<file path="src/rtl/ifu_fetch.sv">
// ifu_fetch: credit-limited in-order instruction fetch with redirect flush and stale-response drop
module ifu_fetch #(
  parameter logic [31:0] RESET_PC   = 32'h8000_0000,
  parameter int          FIFO_DEPTH = 4
) (
  input  logic        clk,
  input  logic        rst_n,
  output logic        imem_req_valid,
  input  logic        imem_req_ready,
  output logic [31:0] imem_req_addr,
  input  logic        imem_rsp_valid,
  input  logic [31:0] imem_rsp_data,
  input  logic        redirect_valid,
  input  logic [31:0] redirect_pc,
  output logic        id_valid,
  input  logic        id_ready,
  output logic [31:0] id_instr,
  output logic [31:0] id_pc,
  output logic [6:0]  id_opcode
);
  localparam int AW = $clog2(FIFO_DEPTH);
  localparam int CW = $clog2(FIFO_DEPTH + 1);
  localparam logic [CW:0] DEPTH = (CW + 1)'(FIFO_DEPTH);
  logic [31:0]   pc;
  logic [CW-1:0] outstanding, drop, fifo_count;
  logic [AW-1:0] wr_ptr, rd_ptr, tag_wr, tag_rd;
  logic [31:0]   instr_q [FIFO_DEPTH];
  logic [31:0]   pc_q    [FIFO_DEPTH];
  logic [31:0]   tag_q   [FIFO_DEPTH];
  logic          req_acc, rsp_ok, push, pop;
  logic          unused_redirect_bits;
  assign unused_redirect_bits = ^redirect_pc[1:0];
  assign imem_req_valid = rst_n && !redirect_valid && (({1'b0, outstanding} + {1'b0, fifo_count}) < DEPTH);
  assign imem_req_addr  = pc;
  assign req_acc        = imem_req_valid && imem_req_ready;
  assign rsp_ok         = imem_rsp_valid && outstanding != '0;
  assign push           = rsp_ok && drop == '0 && !redirect_valid;
  assign id_valid       = fifo_count != '0 && !redirect_valid;
  assign pop            = id_valid && id_ready;
  assign id_instr       = instr_q[rd_ptr];
  assign id_pc          = pc_q[rd_ptr];
  assign id_opcode      = id_instr[6:0];
  // pc, credit counters and queue pointers; a redirect flushes and turns every in-flight request stale
  always_ff @(posedge clk or negedge rst_n) begin
    if (!rst_n) begin
      pc          <= RESET_PC;
      outstanding <= '0;
      drop        <= '0;
      fifo_count  <= '0;
      wr_ptr      <= '0;
      rd_ptr      <= '0;
      tag_wr      <= '0;
      tag_rd      <= '0;
    end else if (redirect_valid) begin
      pc          <= {redirect_pc[31:2], 2'b00};
      outstanding <= outstanding - CW'(rsp_ok);
      drop        <= outstanding - CW'(rsp_ok);
      fifo_count  <= '0;
      wr_ptr      <= '0;
      rd_ptr      <= '0;
      tag_wr      <= '0;
      tag_rd      <= '0;
    end else begin
      if (req_acc) pc <= pc + 32'd4;
      outstanding <= outstanding + CW'(req_acc) - CW'(rsp_ok);
      if (rsp_ok && drop != '0) drop <= drop - CW'(1);
      fifo_count <= fifo_count + CW'(push) - CW'(pop);
      if (push) wr_ptr <= wr_ptr + AW'(1);
      if (pop) rd_ptr <= rd_ptr + AW'(1);
      if (req_acc) tag_wr <= tag_wr + AW'(1);
      if (push) tag_rd <= tag_rd + AW'(1);
    end
  end
  // request pc tags and the instruction buffer; the head tag pairs with the oldest live response
  always_ff @(posedge clk or negedge rst_n) begin
    if (!rst_n) begin
      for (int i = 0; i < FIFO_DEPTH; i++) begin
        instr_q[i] <= '0;
        pc_q[i]    <= '0;
        tag_q[i]   <= '0;
      end
    end else begin
      if (push) begin
        instr_q[wr_ptr] <= imem_rsp_data;
        pc_q[wr_ptr]    <= tag_q[tag_rd];
      end
      if (req_acc) tag_q[tag_wr] <= pc;
    end
  end
`ifndef SYNTHESIS
  a_rsp_outstanding: assert property (@(posedge clk) disable iff (!rst_n) imem_rsp_valid |-> outstanding != '0)
    else $error("ifu_fetch: response with no request outstanding");
`endif
endmodule

</file>
<file path="config.mk">
export PLATFORM = sky130hd
export DESIGN_NAME = ifu_fetch
export DESIGN_NICKNAME = d
export VERILOG_FILES = /design/src/rtl/ifu_fetch.sv
export SDC_FILE = /design/constraint.sdc
export NUM_CORES = 1
export LEC_CHECK = 0
export ABC_AREA = 1
export ABC_CLOCK_PERIOD_IN_PS = 5100
export CAP_MARGIN = 10
export CORE_MARGIN = 3
export CORE_UTILIZATION = 45
export CTS_CLUSTER_SIZE = 24
export DETAILED_ROUTE_END_ITERATION = 7
export GPL_TIMING_DRIVEN = 0
export PLACE_DENSITY = 0.67
export SLEW_MARGIN = 40
export SYNTH_ARGS = -nofsm -noshare
export SYNTH_HDL_FRONTEND = slang
export SYNTH_SLANG_ARGS = --single-unit
</file>
<file path="constraint.sdc">
create_clock -name clk -period 5.1 [get_ports clk]
set_input_delay 1.02 -clock clk [delete_from_list [all_inputs] [get_ports clk]]
set_output_delay 1.02 -clock clk [all_outputs]
set_load 0.05 [all_outputs]
</file>
Word level (Yosys, flattened, before mapping)
Cells that the tools add are included.
- add/sub/neg operators: 12
- magnitude comparators: 7
- multiplexer cells: 30
- bitwise logic cells: 4
- reductions and logical operators: 20
- operators by type and width (cell ; count):
    bitwise mux 128 bit ; 3
    2-to-1 mux 32 bit ; 10
    binary-select mux 32 bit (select 2 bit) ; 3
    demux 32 bit (select 2 bit) ; 2
    adder 32 x 3 -> 32 bit (second input constant) ; 1
    2-to-1 mux 2 bit ; 8
    >= comparator 3 bit (second input constant) ; 4
    2-to-1 mux 3 bit ; 4
    inverter 2 -> 3 bit ; 4
    logical AND 1 bit ; 11
    nonzero test 3 bit ; 3
    subtractor 3 x 1 -> 3 bit ; 3
    adder 2 x 1 -> 2 bit (second input constant) ; 4
    nonzero test 2 bit ; 4
    adder 3 x 1 -> 3 bit ; 2
    less-than comparator 3 x 1 -> 1 bit (second input constant) ; 2
    adder 3 x 3 -> 4 bit ; 1
    less-than comparator 4 x 3 -> 1 bit (second input constant) ; 1
    zero test 3 bit ; 1
    subtractor 3 x 1 -> 3 bit (second input constant) ; 1
    zero test 1 bit ; 1
- bits in registers: 433
- input bits: 70

Depth between registers and ports, before layout
- depth in word-level cells: 7
- gate-level depth with buffers: 14

Least setup slack after synthesis
OpenSTA, ideal clock, no wires.
- kind: input-to-reg
- start point: input rst_n
- end point: register outstanding[2]
- library setup time: 66 ps
- data arrival time: 3399 ps
- data required time: 5034 ps
- setup slack: 1635 ps
- cell stages on the path: 14
- buffers on the path: 1
- cell sequence: inv_1 > nor2_1 > nand2_1 > nor2_2 > nand2_2 > clkbuf_1 > ha_1 > inv_1 > ha_1 > fa_1 > xnor2_1 > xor2_1 > nand2_1 > nand2_1
- word-level cells in the longest chain between the ends: 6
- RTL lines (element ; line ; text):
    from (decl) ; 7 ; input logic rst_n,
    logical AND 1 bit (2 in a row) ; 33 ; assign imem_req_valid = rst_n && !redirect_valid && (({1'b0, outstanding} + {1'b0, fifo_count}) < DEPTH);
    named net imem_req_valid ; 8 ; output logic imem_req_valid,
    logical AND 1 bit ; 35 ; assign req_acc = imem_req_valid && imem_req_ready;
    adder 3 x 1 -> 3 bit ; 65 ; outstanding <= outstanding + CW'(req_acc) - CW'(rsp_ok);
    subtractor 3 x 1 -> 3 bit ; 65 ;
    2-to-1 mux 3 bit ; 54 ; end else if (redirect_valid) begin
    to (signal assigned) ; 56 ; outstanding <= outstanding - CW'(rsp_ok);
    to (signal assigned) ; 65 ;
    to (decl) ; 25 ; logic [CW-1:0] outstanding, drop, fifo_count;
The timed path passes the listed nets, and every way through them passes these cells.
A chain may end at the register's enable or synchronous reset.

Worst setup path in the final report
- start point: register rd_ptr[0]
- end point: output id_pc[16]
- word-level cells in the longest chain between the ends: 4
- RTL lines (element ; line ; text):
    from (decl) ; 26 ; logic [AW-1:0] wr_ptr, rd_ptr, tag_wr, tag_rd;
    from (signal assigned) ; 69 ; if (pop) rd_ptr <= rd_ptr + AW'(1);
    inverter 2 -> 3 bit (implied by the code) ; 41 ; assign id_pc = pc_q[rd_ptr];
    binary-select mux 32 bit (select 2 bit) ; 41 ;
    2-to-1 mux 32 bit (implied by the code) (2 in a row) ; 41 ;
    to (decl) ; 18 ; output logic [31:0] id_pc,
Every way passes these cells. The select of a mux whose other input is x is not followed.

==> results.sh <==
export IMPL_status="finished clean"
export IMPL_grt_overflow=0
export IMPL_ys_ff_latch=415
export IMPL_cp_start_kind="flop"
export IMPL_post_cts_buffers=0
export IMPL_grt_max_degree=78
export IMPL_yosys_top_cells_count="800 x nand2_1, 451 x o21ai_0, 414 x dfrtp_1, 237 x nor2_1, 121 x o21ai_1"
export IMPL_path_common_cell="buf_2"
export IMPL_power_density_nw_per_um2=612.4
export IMPL_clock_skew_ps=14.85
export IMPL_nets=2823
export IMPL_max_freq_mhz=218.9
export IMPL_synth_top_cell_area_share=0.5209
export IMPL_pwr_share_seq=0.323
export IMPL_synth_distinct_cells=33
export IMPL_rsz0062_at_grt="false"
export IMPL_yosys_warnings=0
export IMPL_drc=0
export IMPL_diodes=0
export IMPL_clock_power_share=0.232
export IMPL_critical_path_max_fanout=10
export IMPL_dpl_worst_slack_ps=929.9
export IMPL_critPathCaptureType="output port"
export IMPL_critical_path_class="reg2out"
export IMPL_fillerInstances=4065
export IMPL_cts_sinks=415
export IMPL_grt_use_total=0.2562
export IMPL_crit_end="id_pc[16]"
export IMPL_numCtsBuffers=47
export IMPL_relSlewSlack=0.5019
export IMPL_period_share=0.8957
export IMPL_min_path_type="in2async"
export IMPL_place_gp_congestion=0.8681
export IMPL_row_count=76
export IMPL_arrival_ps=3550
export IMPL_vias=18150
export IMPL_path_depth=7
export IMPL_start_util=0.4587
export IMPL_synth_top_area_cell="dfrtp_1"
export IMPL_ant_nets=0
export IMPL_cts_max_path_buffers=3
export IMPL_worst_slack_ps=531.8
export IMPL_maxCapViolations=0
export IMPL_path_delay_family="buffers and inverters"
export IMPL_cts_resized=0
export IMPL_tritoncts="built"
export IMPL_viasPerCell=5.417
export IMPL_dp_hpwl_um=42340
export IMPL_io_pins=175
export IMPL_crit_path_cell_trace="buf_2 -> clkinv_1 -> buf_2 -> clkbuf_1 -> nor2_1 -> o22ai_1 -> clkdlybuf4s50_1"
export IMPL_fp_dieW_um=216.2
export IMPL_htree_levels=2
export IMPL_reg2reg_slack_ps=1860
export IMPL_r2r_start="outstanding[2]$_DFF_PN0_"
export IMPL_antenna_found_initial=0
export IMPL_yosys_top_cells_area="dfrtp_1 52%, nand2_1 15%, o21ai_0 11%, nor2_1 4.5%, o21ai_1 3.0%"
export IMPL_cp_required_ps=4080
export IMPL_min_period_ps=4568
export IMPL_r2r_cells=14
export IMPL_vdd_drop_max_uv=469.5
export IMPL_port_buffers=168
export IMPL_p_leak_nw=11.91
export IMPL_area_delta_synth_final_pct=20.85
export IMPL_swShare=0.4399
export IMPL_ys_flop_type="dfrtp_1"
export IMPL_p_comb_frac=0.445
export IMPL_final_hold_viol_count=0
export IMPL_root_buffer="clkbuf_16"
export IMPL_fin_cells=3351
export IMPL_drt_iter0_markers=1497
export IMPL_switchingPower_mw=6.475
export IMPL_p_int_mw=8.245
export IMPL_wl_per_cell_um=17.96
export IMPL_crit_slowest_cell="clkdlybuf4s50_1"
export IMPL_grtUsageMet3=0.03772
export IMPL_yosysMostFrequentCell="nand2_1"
export IMPL_synthesis_area_um2=19890
export IMPL_grt_pass1_vias=18020
export IMPL_slew_viol_final=0
export IMPL_routed_wl_um=60170
export IMPL_clk_latency_ps=580
export IMPL_path_clk_slew_ps=60
export IMPL_syn_inst=2506
export IMPL_critPathLaunch="rd_ptr[0]$_DFFE_PN0P_"
export IMPL_fin_hold_ws_ps=281.3
export IMPL_synthArstFlopShare=1.000
export IMPL_hold_buffers=0
export IMPL_worstReg2RegEnd="outstanding[2]$_DFF_PN0_"
export IMPL_path_buf_inv=5
export IMPL_dr_pass1_iters=7
export IMPL_core_um2=43360
export IMPL_place_inst=3268
export IMPL_worstMarginPinSlew_ps=747.1
export IMPL_syn_area_per_cell_um2=7.937
export IMPL_gr_usage_met1=0.3465
export IMPL_top_usage_layer="met2"
export IMPL_synth_seq_area_share=0.5222
export IMPL_synth_edf_count=0
export IMPL_die_h_um=216.2
export IMPL_drive_above_1_share=0.06038
export IMPL_grt_pass1_wl_um=96770
export IMPL_slowest_delay_ps=880
export IMPL_finalSetupViolCount=0
export IMPL_use_met2=0.4229
export IMPL_dieArea_um2=46760
cell usage in the layout (no fill, tap or decap), types with 6 or more instances in the layout:
cell type          n
a21oi_1            7
buf_1              7
buf_16             6
buf_2             18
buf_4             32
buf_6             12
clkbuf_1         123
clkbuf_16         49
clkbuf_8          10
clkdlybuf4s50_1  167
clkinv_2           7
dfrtp_1          414
ha_1              19
inv_1             75
nand2_1          800
nand3_1           65
nor2_1           237
o21ai_0          451
o21ai_1          121
o21ai_2            7
o22ai_1           92
xor2_1             6
layer usage:
metal	vias up	wire [µm]
met5	-	0
met4	0	1991
met3	109	4059
met2	682	28160
met1	8701	25960
li1	8659	-
worst min-delay path by stage:
| stage | to | cells past startpoint |
|---|---|---|
| 3_3_place_gp | instr_q[70]$_DFFE_PN0P_ | 2 |
| 3_5_place_dp | instr_q[76]$_DFFE_PN0P_ | 2 |
| 2_1_floorplan | instr_q[66]$_DFFE_PN0P_ | 2 |
| 6_report | instr_q[7]$_DFFE_PN0P_ | 1 |
| 4_1_cts | instr_q[101]$_DFFE_PN0P_ | 1 |
| 5_1_grt | instr_q[101]$_DFFE_PN0P_ | 1 |
power groups by stage:
stage	clock [mW]	combinational [mW]	sequential [mW]
6_report	3.41	6.55	4.75
4_1_cts	3.46	6.55	4.74
2_1_floorplan	0	4.17	4.79
3_5_place_dp	0	6.52	4.79
5_1_grt	3.59	7.07	4.86
3_3_place_gp	0	6.41	4.77
stage by stage:
stage | util | TNS (ps) | total power, mW | instance area [µm²]
after floorplan | - | 0 | 8.963 | 19900
after global placement | 0.5146 | -8135300 | 11.18 | 22310
after detailed placement | 0.5185 | 0 | 11.31 | 22480
after CTS | 0.5543 | 0 | 14.74 | 24040
after global routing | 0.5543 | 0 | 15.52 | 24040
final | 0.5543 | 0 | 14.72 | 24040
flip-flops by register name (all words and copies together) (netlist names):
signal         cells
tag_q            120
drop               3
rd_ptr             2
tag_rd             2
instr_q          128
tag_wr             2
outstanding        3
fifo_count         3
pc_q             120
imem_req_addr     30
wr_ptr             2
cells by family after synthesis:
family	share of synthesized area
simple gates	0.2197
compound gates	0.1787
flops	0.5222
fa+ha+maj	0.01397
other cells	0.0001885
xor+xnor	0.003523
buf+inv	0.06178
layout make-up:
cell class,count,area [µm²],area share
Buffer,182,917.1,0.03816
Clock buffer,70,1405,0.05846
Clock inverter,13,147.6,0.006142
Inverter,83,311.5,0.01296
Multi-Input combinational cell,1829,8285,0.3447
Sequential cell,415,10390,0.4321
Tap cell,585,732.0,0.03045
Timing Repair Buffer,174,1852,0.07704
worst register-to-register path: stages, from the launching register on:
cell and delay, ps:
dfrtp_1 430, ha_1 310, nor2_1 100, nand2_1 60, nor2_2 130, nand2_2 210
clkbuf_1 420, ha_1 410, inv_1 40, ha_1 190, fa_1 380, xnor2_1 190
xor2_1 160, nand2_1 70, nand2_1 80
Power figures use the tool's default switching activity.
